--- config.mk ---
export PLATFORM = sky130hd
export DESIGN_NAME = uart_rx
export DESIGN_NICKNAME = d
export VERILOG_FILES = /design/src/rtl/uart_rx.sv
export SDC_FILE = /design/constraint.sdc
export NUM_CORES = 1
export LEC_CHECK = 0
export BUFFER_PORTS_ARGS = -buffer_cell sky130_fd_sc_hd__buf_4
export CAP_MARGIN = 5
export CORE_MARGIN = 3
export CORE_UTILIZATION = 50
export CTS_BUF_LIST = sky130_fd_sc_hd__clkbuf_4 sky130_fd_sc_hd__clkbuf_8
export DETAILED_ROUTE_END_ITERATION = 8
export PLACE_DENSITY_LB_ADDON = 0.1
export SLEW_MARGIN = 10
export SYNTH_ARGS = -nofsm -noshare
export SYNTH_HDL_FRONTEND = slang
export SYNTH_SLANG_ARGS = --single-unit
--- constraint.sdc ---
create_clock -name CLK -period 3 [get_ports CLK]
set_input_delay 0.3 -clock CLK [delete_from_list [all_inputs] [get_ports CLK]]
set_output_delay 0.3 -clock CLK [all_outputs]
set_load 0.03 [all_outputs]
--- src/rtl/uart_rx.sv ---
// UART receiver, 8N1, LSB first, one byte per frame.
// The start bit is confirmed at its midpoint, and every later bit is sampled
// a full bit period after the previous sample point. Framing errors enter a
// break state, which waits for the line to return high before listening again.

module uart_rx #(
    parameter int clk_divide = 234
) (
    input  logic       CLK,
    input  logic       RST,
    input  logic       RX,
    output logic [7:0] RX_DATA_OUT,
    output logic       RX_VALID,
    output logic       RX_ACTIVE,
    output logic       RX_ERR
);

    localparam int half_divide = clk_divide / 2;
    localparam int CNT_W       = $clog2(clk_divide);

    localparam logic [CNT_W-1:0] BIT_LAST  = CNT_W'(clk_divide - 1);
    localparam logic [CNT_W-1:0] HALF_LAST = CNT_W'(half_divide - 1);

    typedef enum logic [2:0] {
        RX_IDLE,
        RX_START,
        RX_DATA,
        RX_STOP,
        RX_DONE,
        RX_BREAK
    } rx_state_t;

    rx_state_t        state;
    rx_state_t        state_next;
    logic [CNT_W-1:0] cnt;
    logic [CNT_W-1:0] cnt_next;
    logic [2:0]       idx;
    logic [2:0]       idx_next;
    logic [7:0]       shift;
    logic [7:0]       shift_next;
    logic [7:0]       data_next;
    logic             valid_next;
    logic             err_next;

    logic             rx_meta;
    logic             rx_s;
    logic [1:0]       sync_fill;
    logic             armed;

    // Two-flop synchronizer. After reset the receiver is armed only once the
    // refilled synchronizer shows the line high, so a frame that was already
    // in progress when reset was released cannot be mistaken for a start bit.
    always_ff @(posedge CLK or negedge RST) begin
        if (!RST) begin
            rx_meta   <= 1'b1;
            rx_s      <= 1'b1;
            sync_fill <= 2'b00;
            armed     <= 1'b0;
        end else begin
            rx_meta   <= RX;
            rx_s      <= rx_meta;
            sync_fill <= {sync_fill[0], 1'b1};
            if (sync_fill[1] && rx_s) begin
                armed <= 1'b1;
            end
        end
    end

    // State register.
    always_ff @(posedge CLK or negedge RST) begin
        if (!RST) begin
            state <= RX_IDLE;
        end else begin
            state <= state_next;
        end
    end

    // Next-state logic, plus the bit timing counter, the shift register and the output pulses.
    always_comb begin
        state_next = state;
        cnt_next   = cnt;
        idx_next   = idx;
        shift_next = shift;
        data_next  = RX_DATA_OUT;
        valid_next = 1'b0;
        err_next   = 1'b0;

        case (state)
            RX_IDLE: begin
                if (armed && !rx_s) begin
                    state_next = RX_START;
                    cnt_next   = '0;
                    idx_next   = 3'd0;
                end
            end
            RX_START: begin
                if (cnt == HALF_LAST) begin
                    cnt_next   = '0;
                    state_next = rx_s ? RX_IDLE : RX_DATA;
                end else begin
                    cnt_next = cnt + CNT_W'(1);
                end
            end
            RX_DATA: begin
                if (cnt == BIT_LAST) begin
                    cnt_next        = '0;
                    shift_next[idx] = rx_s;
                    if (idx == 3'd7) begin
                        state_next = RX_STOP;
                    end else begin
                        idx_next = idx + 3'd1;
                    end
                end else begin
                    cnt_next = cnt + CNT_W'(1);
                end
            end
            RX_STOP: begin
                if (cnt == BIT_LAST) begin
                    cnt_next = '0;
                    if (rx_s) begin
                        data_next  = shift;
                        valid_next = 1'b1;
                        state_next = RX_DONE;
                    end else begin
                        err_next   = 1'b1;
                        state_next = RX_BREAK;
                    end
                end else begin
                    cnt_next = cnt + CNT_W'(1);
                end
            end
            RX_DONE: begin
                state_next = RX_IDLE;
            end
            RX_BREAK: begin
                if (rx_s) begin
                    state_next = RX_IDLE;
                end
            end
            default: begin
                state_next = RX_IDLE;
                cnt_next   = '0;
                idx_next   = 3'd0;
            end
        endcase
    end

    // Datapath registers. Valid and error are registered, one-cycle pulses.
    always_ff @(posedge CLK or negedge RST) begin
        if (!RST) begin
            cnt         <= '0;
            idx         <= 3'd0;
            shift       <= 8'h00;
            RX_DATA_OUT <= 8'h00;
            RX_VALID    <= 1'b0;
            RX_ERR      <= 1'b0;
        end else begin
            cnt         <= cnt_next;
            idx         <= idx_next;
            shift       <= shift_next;
            RX_DATA_OUT <= data_next;
            RX_VALID    <= valid_next;
            RX_ERR      <= err_next;
        end
    end

    assign RX_ACTIVE = (state == RX_START) || (state == RX_DATA) || (state == RX_STOP);

endmodule

# Word level (Yosys, flattened, before mapping)
# Index checks and enable logic that the tools add are counted.
[totals]
out_inout_bits = 11
word_cells = 73
regBits = 37
[classes]
n_lt_le_gt_ge = 2
reduce_logical = 15
bitwise = 2
eq_ne = 15
n_addsub = 2
mux = 26
[ops]
columns = ["op", "count"]
rows = [
  ["$pmux W8 S4", 1],
  ["$mux W3", 9],
  ["$mux W8", 3],
  ["$pmux W3 S5", 1],
  ["$ne A2 B2 Y1 const B", 7],
  ["$eq A3 B3 Y1 const B", 3],
  ["$pmux W3 S3", 1],
  ["$add A8 B1 Y8 const B", 1],
  ["$bwmux W8", 1],
  ["$eq A8 B7 Y1 const B", 1],
  ["$eq A8 B8 Y1 const B", 1],
  ["$mux W1", 8],
  ["$eq A3 B2 Y1 const B", 2],
  ["$reduce_and A6 Y1", 1],
  ["$lt A3 B4 Y1 const B", 1],
  ["$reduce_and A2 Y1", 2],
  ["$reduce_and A4 Y1", 1],
  ["$reduce_or A2 Y1", 2],
  ["$reduce_or A4 Y1", 1],
  ["$add A3 B1 Y3 const B", 1],
  ["$demux W1 S3", 1],
  ["$eq A3 B1 Y1 const B", 1],
  ["$ge A3 B1 Y1 const B", 1],
  ["$logic_and A1 B1 Y1", 3],
  ["6 further kinds", 8],
]

# Longest topological paths before layout
[logic_depth]
word_depth = 5
ltp_mapped = 8

# Worst setup path before layout
# Ideal clock, no wire load.
[synth_timing]
kind = "flip-flop to flip-flop"
startpoint = "register cnt[1]"
endpoint = "register RX_DATA_OUT[0]"
n_path_buf = 1
synth_period_minus_slack_ps = 2033
slack_ps = 967
arrival_time_ps = 1908
required_ps = 2875
stages_incl_launch_ff = 8
path_cell_list = "dfrtp_1 -> inv_1 -> ha_1 -> nand2_2 -> or4_4 -> buf_6 -> nor2_2 -> mux2_2"
[synth_via]
elab_chain_len = 2
[synth_rtl]
columns = ["item", "line", "rtl"]
rows = [
  ["start, declared", "35", "logic [CNT_W-1:0] cnt;"],
  ["start signal, assigned", "158", "cnt <= cnt_next;"],
  ["$eq A8 B8 Y1", "118", "if (cnt == BIT_LAST) begin"],
  ["$reduce_and A3 Y1 (no source line)", "-", ""],
  ["end signal, assigned", "161", "RX_DATA_OUT <= data_next;"],
  ["end, declared", "12", "output logic [7:0] RX_DATA_OUT,"],
]
# Every way passes these cells.
# A chain may end at the register's enable or synchronous reset.

# Final worst setup path
[layout_timing]
startpoint = "register cnt[1]"
endpoint = "register state[0]"
[layout_via]
elab_chain_len = 3
elab_cells_between_ends = 6
[layout_rtl]
columns = ["item", "line", "rtl"]
rows = [
  ["$eq A8 B8 Y1 or $eq A8 B7 Y1 (tied branches)", "105, 118, 97", ""],
  ["$ne A2 B2 Y1 (no source line)", "-", ""],
  ["$reduce_and A6 Y1 (no source line) *", "-", ""],
  ["end signal, assigned", "74", "state <= state_next;"],
  ["end, declared", "33", "rx_state_t state;"],
]
# Mark *: on every way between the ends. The rest lies on a longest branch, timed or not.

==> flow_summary_export.csv <==
group,metric,value,unit
floorplan,fp.dieW,66.0,um
routing,dr.pass1.iters,5,
yosys,synth_nets,172,
floorplan,fp.dieH,66.0,um
global_route,grt_pass1_wl,5.51,mm
worst_setup_path,cp-start-kind,"flip-flop",
clocking,cts_setup_buffers,0,
global_route,gr-usage-all-layers,16.8,%
worst_setup_path,arrival,2510,ps
routing,drc_errors,0,
global_route,grt_pass1_vias,1176,
yosys,synth_top_family_by_area,"simple AND/OR/NAND/NOR gates",
global_route,antenna_found_initial,0,
sta,hold_violations,0,
sta,fin_tns_setup,0,ps
clocking,clk_pin_slew,120,ps
sta,slew_headroom,40.5,%
yosys,synth_top_flop_cell,"dfrtp_1",
min_path,hold_path_class,"in2reg",
place,numPortBuffers,13,
place,routabilityCongestion,0.815,
place,dp_hpwl,2.18,mm
pwr,power_density,625,nW/um^2
routing,vias,1238,
yosys,synthTopCellsByArea,"dfrtp_1 49%, mux2_2 8.1%, ha_1 3.5%",
sta,post-route-period-util,73.9,%
routing,vias_per_cell,5.53,
worst_setup_path,max_stage_delay,530,ps
worst_setup_path,critPathRequiredTime,3290,ps
sta,max_freq,451,MHz
sta,fin_skew,18.9,ps
yosys,ys_warn_count,0,
yosys,synth_compound_area_share,8.06,%
clocking,cts_tree,"built",
clocking,cts_resized,0,
yosys,synth_edf_count,0,
floorplan,core_area,3390,um^2
worst_setup_path,r2r_start,"cnt[1]$_DFFE_PN0P_",
floorplan,num_rows,21,
yosys,netlist_area,1800,um^2
sta,drv_slew,0,
yosys,synth_cell_type_count,44,
clocking,root_buffer,"clkbuf_4",
yosys,async_flop_share,100,%
worst_setup_path,crit_buf_inv,1,
cells_and_area,antenna_cells,0,
cells_and_area,mostFrequentLayoutCell,"dfrtp_1",
worst_setup_path,crit_fanout,8,
yosys,synth_adder_area_share,3.47,%
clocking,cts_buffer_depth,2,
sta,worstMarginPinSlew,890,ps
flow_run,maxCapViolations,0,
routing,drt-total-wl,3.12,mm
place,place_inst,215,
clocking,clkLatencyLatePin,350,ps
floorplan,die_area,4360,um^2
clocking,cts.sinks,37,
cells_and_area,drive_above_1_share,24.7,%
routing,dr.first_iter.drc_count,101,
cells_and_area,nNetsFinal,185,
routing,wire_per_inst,13.9,um
cells_and_area,syn_to_final_growth,10.4,%
worst_setup_path,worstSetupStartpoint,"cnt[1]$_DFFE_PN0P_",
pwr,leakage,0.921,nW
yosys,syn_inst,164,
worst_setup_path,crit_slowest_cell,"or4_1",
worst_setup_path,cp_cell_sequence,"inv_1 > ha_1 > nand2_2 > nor4_1 > o32ai_1 > or4_1 > nand3_1",
cells_and_area,final_cell_mix,"35 x dfrtp_1, 13 x mux2_2, 13 x nand2_1, 13 x buf_4, 12 x nand3_1",
yosys,synth_simple_gate_area_share,21.8,%
yosys,ys_ff_latch,37,
yosys,yosysSeqAreaShare,51.6,%
pwr,ir_drop,0.333,mV
cells_and_area,final_util,58.7,%
sta,min_period,2220,ps
routing,drtAntennaViolNets,0,
cells_and_area,finalNonFillerCells,224,
global_route,grt.overflow.total,0,
clocking,numCtsBuffers,5,
yosys,synth_xor_area_share,0.486,%
sta,setup-violations-final,0,
sta,rsz0062_at_grt,"false",
yosys,synth_mux_area_share,11.2,%
worst_setup_path,worstSetupPathType,"reg2reg",
worst_setup_path,crit_family,"simple AND/OR/NAND/NOR gates",
pwr,p_total,1.24,mW
yosys,avgSynthCellArea,11.0,um^2
yosys,synth_top_area_share,48.6,%
min_path,hold_path_startpoint,"RX",
floorplan,start_util,53.1,%
global_route,grt_max_degree,38,
floorplan,ioPinCount,14,
outcome,status,"finished, final reports clean",
clocking,clock_tree.htree_level_count,2,
yosys,synth.largest_area_cell,"dfrtp_1",
worst_setup_path,crit_path_end_kind,"flip-flop",
==> power breakdown <==
part	internal (mW)	total [mW]	switching [mW]
clock network	0.124	0.282	0.159
registers	0.538	0.616	0.0778
logic	0.130	0.345	0.215
total	0.792	1.24	0.451
==> kinds of logic (layout without fill, tap and decap cells) <==
logic type               count (synthesis)  in the layout
AO/OA/AOI/OAI                           21             21
XOR/XNOR                                 1              1
adder cells (fa/ha/maj)                  5              5
buffers and inverters                   12             26
flip-flops                              37             37
multiplexers                            18             18
other                                    1              1
AND/OR/NAND/NOR                         69             69
==> final timing paths <==
| path | endpoint | slack (ps) | depth (start not counted) |
|---|---|---|---|
| worst max register to register | state[0]$_DFFE_PN0P_ | 780 | 7 |
| max in group asynchronous | rx_meta$_DFF_PN1_ | 2210 | 2 |
| min in group asynchronous | state[0]$_DFFE_PN0P_ | 430 | 2 |
| worst min-delay path | rx_meta$_DFF_PN1_ | 60 | 1 |
| worst min register to register | rx_s$_DFF_PN1_ | 360 | 0 |
| worst max-delay path | state[0]$_DFFE_PN0P_ | 780 | 7 |
==> metrics by stage <==
| step | setup WS [ps] | hold WS [ps] | area [um^2] |
|---|---|---|---|
| finish | 784 | 59.9 | 1990 |
| global route | 597 | 27.6 | 1990 |
| CTS | 781 | 40.4 | 1990 |
| detailed placement | 790 | 289 | 1910 |
| global placement | 864 | 282 | 1910 |
| floorplan | 967 | 4.41 | 1800 |
==> sequential cells by signal, indices dropped and copies added, names as in the netlist, 2 cells and up <==
register and count:
cnt 8, shift 8, state 3, RX_DATA_OUT 8, idx 3, sync_fill 2
==> synth_stat cells (all sizes together) (2+ instances only) <==
cell type	n
dfrtp	35
inv	4
dfstp	2
or4	2
nor4b	3
nor4	3
mux2	17
nand3b	2
nand2b	3
or3	4
nand3	12
clkbuf	3
o21ai	4
buf	5
nor3b	4
nor3	5
a21oi	4
ha	5
nand4	2
a21o	6
nor2	12
nand2	14
==> area by class of cell <==
class | count | area (um^2)
clock inverter | 1 | 7.51
timing repair buffer | 14 | 108
fill | 292 | 1400
tap | 46 | 57.6
sequential | 37 | 928
inverter | 4 | 15.0
multi-input combinational | 115 | 813
clock buffer | 7 | 58.8
==> per-layer routing <==
metal	track usage, %	share of wire [%]	vias to the layer above
li1	-	-	616
met1	23.5	51	599
met2	23.9	43	17
met3	5.61	3.8	6
met4	6.85	1.6	0
met5	0	0	-
==> what timing repair did <==
| item | CTS | global route |
|---|---|---|
| endpoints found under the setup margin | 0 | 0 |
| hold endpoints to repair | 35 | 0 |
| hold buffers | 1 | 0 |
No activity file was read; power rests on OpenSTA's default activity.
